$ cat src/rtl/rv32i_pkg.sv
// Shared RV32I fetch definitions: JAL opcode, J-immediate
// extraction and the fetch entry layout used by IF/ID.
package rv32i_pkg;

    localparam int XLEN = 32;

    localparam logic [6:0] OPC_JAL = 7'b1101111;

    typedef struct packed {
        logic [XLEN-1:0] pc;
        logic [31:0]     instr;
    } fetch_entry_t;

    // hi is instr[31:12]; result is the 21-bit J-immediate
    // {imm[20], imm[10:1], imm[11], imm[19:12], 0} reassembled.
    function automatic logic [20:0] j_imm(input logic [19:0] hi);
        return {hi[19], hi[7:0], hi[8], hi[18:9], 1'b0};
    endfunction

endpackage

$ cat src/rtl/sync_fifo.sv
// Circular-buffer FIFO with push/pop/clear and occupancy count.
// Ports: clk_i, rst_i, push, pop, clear, wdata -> rdata, count,
// count_next, full, empty.
module sync_fifo #(
    parameter int DEPTH = 4,
    parameter int WIDTH = 64,
    localparam int AW = $clog2(DEPTH)
) (
    input  logic             clk_i,
    input  logic             rst_i,
    input  logic             push,
    input  logic             pop,
    input  logic             clear,
    input  logic [WIDTH-1:0] wdata,
    output logic [WIDTH-1:0] rdata,
    output logic [AW:0]      count,
    output logic [AW:0]      count_next,
    output logic             full,
    output logic             empty
);

    localparam logic [AW:0] FULL_CNT = (AW+1)'(DEPTH);

    logic [WIDTH-1:0] mem [DEPTH];
    logic [AW-1:0]    rd_ptr;
    logic [AW-1:0]    wr_ptr;
    logic             do_push;
    logic             do_pop;

    assign empty = (count == '0);
    assign full  = (count == FULL_CNT);
    assign rdata = mem[rd_ptr];

    // A full FIFO still accepts a push when the head leaves
    // in the same cycle.
    always_comb begin
        do_pop  = pop & ~empty & ~clear;
        do_push = push & (~full | do_pop) & ~clear;
        count_next = count;
        if (clear) begin
            count_next = '0;
        end else begin
            unique case ({do_push, do_pop})
                2'b10:   count_next = count + 1'b1;
                2'b01:   count_next = count - 1'b1;
                default: count_next = count;
            endcase
        end
    end

    always_ff @(posedge clk_i) begin
        if (rst_i || clear) begin
            rd_ptr <= '0;
            wr_ptr <= '0;
        end else begin
            if (do_push) wr_ptr <= wr_ptr + 1'b1;
            if (do_pop)  rd_ptr <= rd_ptr + 1'b1;
        end
    end

    always_ff @(posedge clk_i) begin
        if (rst_i) count <= '0;
        else       count <= count_next;
    end

    always_ff @(posedge clk_i) begin
        if (do_push) mem[wr_ptr] <= wdata;
    end

endmodule

$ cat src/rtl/if_id_fetch_queue.sv
// IF->ID fetch queue: buffers fetched words, drives IF stall and
// redirects (early JAL, EX redirect), squashes wrong-path words.
// Ports: clk_i, rst_i; IF side if_valid_i/if_pc_i/if_instr_i,
// stall_o, take_bj_sig_o, pc_bj_o; EX side ex_redirect_i, ex_pc_i;
// ID side id_valid_o/id_pc_o/id_instr_o, id_ready_i; ovf_o.
module if_id_fetch_queue #(
    parameter int DEPTH    = 4,
    parameter int SKID     = 2,
    parameter int SQUASH_N = 1,
    parameter int XLEN     = 32
) (
    input  logic            clk_i,
    input  logic            rst_i,
    input  logic            if_valid_i,
    input  logic [XLEN-1:0] if_pc_i,
    input  logic [31:0]     if_instr_i,
    output logic            stall_o,
    output logic            take_bj_sig_o,
    output logic [XLEN-1:0] pc_bj_o,
    input  logic            ex_redirect_i,
    input  logic [XLEN-1:0] ex_pc_i,
    output logic            id_valid_o,
    output logic [XLEN-1:0] id_pc_o,
    output logic [31:0]     id_instr_o,
    input  logic            id_ready_i,
    output logic            ovf_o
);

    import rv32i_pkg::*;

    localparam int AW = $clog2(DEPTH);
    localparam int EW = XLEN + 32;
    localparam int SW = $clog2(SQUASH_N + 1);

    localparam logic [AW:0] STALL_TH = (AW+1)'(DEPTH - SKID);
    localparam logic [SW-1:0] SQ_INIT = SW'(SQUASH_N);
    localparam logic [SW-1:0] SQ_LAST = SW'(1);

    localparam logic [0:0] ST_RUN    = 1'b0;
    localparam logic [0:0] ST_SQUASH = 1'b1;

    logic [0:0]      state_q, state_d;
    logic [SW-1:0]   sq_cnt_q, sq_cnt_d;
    logic            stall_q;
    logic            take_q, take_d;
    logic [XLEN-1:0] pc_bj_q, pc_bj_d;
    logic            ovf_q;

    logic            push;
    logic            pop;
    logic            jal_push;
    logic [20:0]     imm;
    logic [XLEN-1:0] jal_tgt;

    logic [EW-1:0]   rdata;
    logic [AW:0]     count;
    logic [AW:0]     count_next;
    logic            full;
    logic            empty;

    sync_fifo #(
        .DEPTH (DEPTH),
        .WIDTH (EW)
    ) u_fifo (
        .clk_i      (clk_i),
        .rst_i      (rst_i),
        .push       (push),
        .pop        (pop),
        .clear      (ex_redirect_i),
        .wdata      ({if_pc_i, if_instr_i}),
        .rdata      (rdata),
        .count      (count),
        .count_next (count_next),
        .full       (full),
        .empty      (empty)
    );

    assign imm     = j_imm(if_instr_i[31:12]);
    assign jal_tgt = if_pc_i + {{(XLEN-21){imm[20]}}, imm};

    always_comb begin
        push     = if_valid_i & (state_q == ST_RUN)
                 & ~ex_redirect_i;
        pop      = ~empty & id_ready_i & ~ex_redirect_i;
        jal_push = push & (if_instr_i[6:0] == OPC_JAL);
    end

    // jal_push already excludes ex_redirect_i, so the arms
    // are mutually exclusive and EX wins by construction.
    always_comb begin
        take_d  = 1'b0;
        pc_bj_d = pc_bj_q;
        unique case (1'b1)
            ex_redirect_i: begin
                take_d  = 1'b1;
                pc_bj_d = ex_pc_i;
            end
            jal_push: begin
                take_d  = 1'b1;
                pc_bj_d = jal_tgt;
            end
            default: ;
        endcase
    end

    // Only valid IF beats count toward the squash window.
    always_comb begin
        state_d  = state_q;
        sq_cnt_d = sq_cnt_q;
        if (take_d) begin
            state_d  = ST_SQUASH;
            sq_cnt_d = SQ_INIT;
        end else if (state_q == ST_SQUASH && if_valid_i) begin
            sq_cnt_d = sq_cnt_q - 1'b1;
            if (sq_cnt_q == SQ_LAST) state_d = ST_RUN;
        end
    end

    always_ff @(posedge clk_i) begin
        if (rst_i) begin
            state_q  <= ST_RUN;
            sq_cnt_q <= '0;
            stall_q  <= 1'b0;
            take_q   <= 1'b0;
            pc_bj_q  <= '0;
            ovf_q    <= 1'b0;
        end else begin
            state_q  <= state_d;
            sq_cnt_q <= sq_cnt_d;
            stall_q  <= (count_next >= STALL_TH);
            take_q   <= take_d;
            pc_bj_q  <= pc_bj_d;
            ovf_q    <= ovf_q | (push & full & ~pop);
        end
    end

    assign stall_o       = stall_q;
    assign take_bj_sig_o = take_q;
    assign pc_bj_o       = pc_bj_q;
    assign ovf_o         = ovf_q;

    assign id_valid_o = ~empty;
    assign id_pc_o    = empty ? '0 : rdata[EW-1:32];
    assign id_instr_o = empty ? '0 : rdata[31:0];

endmodule

$ cat config.mk
export PLATFORM = sky130hd
export DESIGN_NAME = if_id_fetch_queue
export DESIGN_NICKNAME = d
export VERILOG_FILES = /design/src/rtl/rv32i_pkg.sv /design/src/rtl/sync_fifo.sv /design/src/rtl/if_id_fetch_queue.sv
export SDC_FILE = /design/constraint.sdc
export NUM_CORES = 1
export LEC_CHECK = 0
export ABC_CLOCK_PERIOD_IN_PS = 3800
export CELL_PAD_IN_SITES_DETAIL_PLACEMENT = 1
export CELL_PAD_IN_SITES_GLOBAL_PLACEMENT = 2
export CORE_ASPECT_RATIO = 0.6
export CORE_MARGIN = 3
export CORE_UTILIZATION = 45
export DETAILED_ROUTE_END_ITERATION = 8
export DONT_BUFFER_PORTS = 1
export PLACE_DENSITY = 0.78
export RECOVER_POWER = 25
export REMOVE_ABC_BUFFERS = 1
export SLEW_MARGIN = 20
export SYNTH_ARGS = -nofsm -noshare
export SYNTH_HDL_FRONTEND = slang
export SYNTH_SLANG_ARGS = --single-unit
export TNS_END_PERCENT = 5
$ cat constraint.sdc
create_clock -name clk_i -period 3.8 [get_ports clk_i]
set_clock_uncertainty 0.2 [all_clocks]
set_input_delay 0.57 -clock clk_i [delete_from_list [all_inputs] [get_ports clk_i]]
set_output_delay 0.57 -clock clk_i [all_outputs]
set_load 0.05 [all_outputs]
---- After elaboration in Yosys (flattened, before gate mapping) ----
Memory sizes are Yosys's and may differ from the RTL's. A register that Yosys moved wholly into a read port is not among the register bits.
Index checks and enable logic that the tools add are counted.
cells by class
  multiplexer cells ....................... 15
  add/subtract/negate cells ............... 6
  eq/ne operators ......................... 4
  magnitude comparators ................... 1
  bitwise operators ....................... 18
  reduce and logical (&&, ||, !) cells .... 8
operators by type and width
  cell                                                                   number
  32-bit two-way mux                                                     2
  32-bit case mux with 2 select lines                                    1
  32-bit adder                                                           1
  1-bit bitwise AND                                                      11
  1-bit two-way mux                                                      8
  7-bit equality test, second input constant                             1
  3-bit case mux with 2 select lines                                     1
  2-bit nonzero test                                                     3
  1-bit inverter                                                         5
  2-bit by 1-bit adder with 2-bit output, second input constant          2
  2-bit two-way mux                                                      2
  3-bit by 1-bit adder with 3-bit output, second input constant          1
  3-bit equality test, second input constant                             1
  3-bit by 2-bit >= comparator with 1-bit output, second input constant  1
  3-bit logical NOT                                                      1
  3-bit two-way mux                                                      1
  3-bit by 1-bit subtractor with 3-bit output, second input constant     1
  2-bit by 1-bit equality test with 1-bit output, second input constant  1
  2-bit equality test, second input constant                             1
  1-bit OR                                                               2
  2-bit AND reduction                                                    1
  2-bit OR reduction                                                     1
  1-bit logical AND                                                      1
  1-bit logical OR                                                       1
  1-bit subtractor, second input constant                                1
storage, ports and cells
  input bits .............................. 101
  bits in registers ....................... 44
  output and inout port bits .............. 100
  RAM bits ................................ 256
  memories ................................ 1
memory list
  memory      words  bits a word  read ports  clocked after memory_dff  write ports  RTL line         RTL
  u_fifo.mem  4      64           1           1                         1            sync_fifo.sv:24  logic [WIDTH-1:0] mem [DEPTH];

---- Longest topological paths before layout ----
  depth after elaboration ................. 13
  mapped depth ............................ 11
  mapped depth without buffers ............ 11

---- Modules after synthesis ----
From an unflattened synthesis, not the netlist that was laid out.
second synthesis, totals
  cells, all modules ...................... 877
  area total of the unflattened synthesis .. 13414.1 um2
by module, submodules not included
  module             cells an instance  sequential area each (um2)  times used  area each (um2)
  sync_fifo          390                7867.5                      1           9711.8
  if_id_fetch_queue  487                740.7                       1           3702.3

---- Worst setup path before layout ----
No wires, ideal clock.
  path kind ............................... input-to-reg
  from .................................... input port ex_redirect_i
  to ...................................... memory u_fifo.mem[1][0], enable pin
  library setup time ...................... 429 ps
  data required time ...................... 3171 ps
  stages .................................. 4
  slack ................................... 329 ps
  arrival ................................. 2842 ps
  path through ............................ nor3b_1 nor2b_1 clkbuf_1 and2_1
between the ends
  word-level cells in the longest chain between the ends .. 9
ends and longest elaborated chain
  element                                    RTL line                 RTL
  from (decl)                                if_id_fetch_queue.sv:20  input logic ex_redirect_i,
  1-bit inverter *                           --
  1-bit bitwise AND                          if_id_fetch_queue.sv:84  pop = ~empty & id_ready_i & ~ex_redirect_i;
  1-bit bitwise AND (2 in a row)             sync_fifo.sv:37          do_pop = pop & ~empty & ~clear;
  1-bit OR                                   sync_fifo.sv:38          do_push = push & (~full | do_pop) & ~clear;
  1-bit bitwise AND                          sync_fifo.sv:38
  1-bit bitwise AND *                        sync_fifo.sv:38
  1-bit two-way mux *                        sync_fifo.sv:67          if (do_push) mem[wr_ptr] <= wdata;
  1-bit two-way mux (implied by the code) *  sync_fifo.sv:67
  to (decl)                                  sync_fifo.sv:24
Mark *: on every way between the ends. The rest lies on a longest branch, timed or not.

==> reports/results.ini <==
[worst_hold_path]
worstHoldStart = ex_pc_i[24]
hold_class = input pin to flop

[logic_synthesis]
netlist_instances = 884
yosysUniqueCellTypes = 67
syn_avg_cell_area_um2 = 15.17
synth_edf_count = 256
synth-async-reset-ratio_pct = 0
yosysWarningCount = 0
synth-main-ff-cell = edfxtp_1
ys_seq_area_share_pct = 64.17
ys_ff_latch = 302
synth_area_um2 = 13410

[global_routing]
grt_max_degree = 66
grt_util_met2_pct = 37.77
grt_use_met3_pct = 5.196
grt_usage_pct = 22.95
top_usage_layer = met2
antenna_found_initial = 0
grt_use_met1_pct = 32.23
grt_pass1_vias = 8609
overflow = 0
grt_first_pass_wirelength_mm = 55.90

[floorplan]
rows = 48
dieWidth_um = 228.9
start_util_pct = 46.15
coreArea_um2 = 29070
die_area_um2 = 31980
pin_count = 201
dieHeight_um = 139.7

[finish]
post-route-cell-area_um2 = 15380
final_nets = 1082
area.growth.synth_to_final_pct = 14.68
final_cell_mix = 256 x edfxtp_1, 69 x and2_1, 65 x dlygate4sd3_1, 64 x mux4_2, 55 x nor2_1
drive_above_1_share_pct = 13.56
final_common_cell = edfxtp_1

[timing]
setup_viol = 0
slew_violations = 0
max-slew-margin-rel_pct = 28.40
fmax_mhz = 293.6
worstMarginPinSlew_ps = 1074
hold_viol = 0
rsz0062_at_grt = no
layout_setup_ws_ps = 394.3
hold_slack_ps = 21.85
min_period_over_period_pct = 89.62
timing.final.crit_period_ps = 3406

[outcome]
status = completed

[power]
ir_drop_uv = 297.7
power.density_nw_per_um2 = 456.2
leakage_nw = 5.080
finalPower_mw = 7.018

[setup_path]
path_max_fanout = 26
end_kind = primary output
path_delay_family = flip-flops
crit_type = flop to primary output
worstPathRequired_ps = 3030
cpPeakStageDelay_ps = 740
cp.arrival_ps = 2640
cpMaxStageDelayCell = dfxtp_4
crit_path_cell_trace = buf_4, mux4_2, and2_1
critPathBufInv = 1
cp-start-kind = flop
r2r_start = state_q

[clock_tree]
cts_tree = yes
cts_setup_buffers = 0
cts_max_path_buffers = 3
ctsResizeCount = 0
clk_latency_ps = 550
clk_root_buffer_cell = clkbuf_16
path_clk_slew_ps = 60
cts_buffers = 28
htree_levels = 1
cts_hold_buffers = 66
clock-sinks = 302

[detailed_routing]
drc = 0
vias_per_cell = 5.784
wirelength_mm = 36.32
dr.pass1.iters = 5
drt_iter0_markers = 485
antenna_left = 0
routed-via-count = 7907
wl_per_cell_um = 26.57

[placement]
place_ws_ps = 412.6
dp_hpwl_mm = 23.23
place.gp.congestion = 0.8598
port_buffers = 0
dpl-instance-area_um2 = 13830

[run]
maxCapViolCount = 0

per-stage QoR:
| step | std cells | util (%) | setup TNS, ps |
|---|---|---|---|
| floorplan | 837 | - | -43100 |
| global placement | 1247 | 47.59 | 0 |
| detailed placement | 1247 | 47.59 | 0 |
| CTS | 1365 | 52.82 | 0 |
| global route | 1366 | 52.91 | 0 |
| finish | 1367 | 52.92 | 0 |
cell families after synthesis:
| logic type | after synthesis | share of synthesized area [%] |
|---|---|---|
| AND/OR/NAND/NOR | 222 | 8.740 |
| buffers and inverters | 57 | 1.726 |
| AO/OA/AOI/OAI | 149 | 7.359 |
| multiplexers | 89 | 12.61 |
| flip-flops | 302 | 64.17 |
| adder cells (fa/ha/maj) | 37 | 3.563 |
| XOR/XNOR | 28 | 1.828 |
flip-flops by register name, summed over array words and instances, names as in the netlist, named ones only:
signal and flops:
u_fifo.count 3, u_fifo.wr_ptr 2, ovf_o 1, pc_bj_o 32, sq_cnt_q 1, state_q 1
take_bj_sig_o 1, u_fifo.rd_ptr 2, u_fifo.mem 256, stall_o 1
worst paths after layout:
check                 to  slack, ps  cells past startpoint
max reg2reg      stall_o       1050                     10
min reg2reg      state_q        280                      2
min          pc_bj_o[24]         20                      2
max           id_pc_o[6]        390                      3
final cells by class:
cell class | count | area [um^2]
antenna | 1 | 2.502
clock inverter | 9 | 53.80
clock buffer | 43 | 797.0
sequential | 302 | 8616
inverter | 10 | 37.54
timing repair buffer | 77 | 785.8
multi-input combinational | 525 | 4591
fill | 2796 | 13680
tap | 400 | 500.5
report_power, final:
part	internal, mW	leakage (nW)	switching, mW	total [mW]
registers	3.65	2.70	0.106	3.76
clock network	1.44	0.412	1.18	2.63
logic	0.244	1.97	0.392	0.637
worst reg2reg max path: stages, from the launching register on:
cell	delay, ps
dfxtp_1	330
nor3b_1	190
buf_4	170
nor2b_1	460
inv_1	100
ha_1	240
fa_1	390
xnor2_1	180
nor2_1	70
xnor2_1	180
a21oi_1	120
metal layers:
layer	part of all wire (%)	vias to the layer above
met2	48	198
met4	1.4	0
met5	0	-
met3	5.6	29
li1	-	3564
met1	45	4116
cells in the mapped netlist, types with 9 or more instances:
master | instances | area, um^2
xor2_1 | 11 | 96.34
nor2_1 | 55 | 206.5
o21ai_0 | 31 | 155.2
buf_2 | 9 | 45.04
dfxtp_1 | 46 | 920.9
mux4_2 | 64 | 1441
inv_1 | 10 | 37.54
nand3_1 | 10 | 50.05
clkbuf_1 | 33 | 123.9
a21oi_1 | 41 | 205.2
a211oi_1 | 24 | 180.2
xnor2_1 | 17 | 148.9
ha_1 | 35 | 437.9
nand2_1 | 35 | 131.4
mux2i_1 | 25 | 250.2
and2_1 | 73 | 456.7
edfxtp_1 | 256 | 7687
Note: power is estimated with default switching activity, not from simulation.
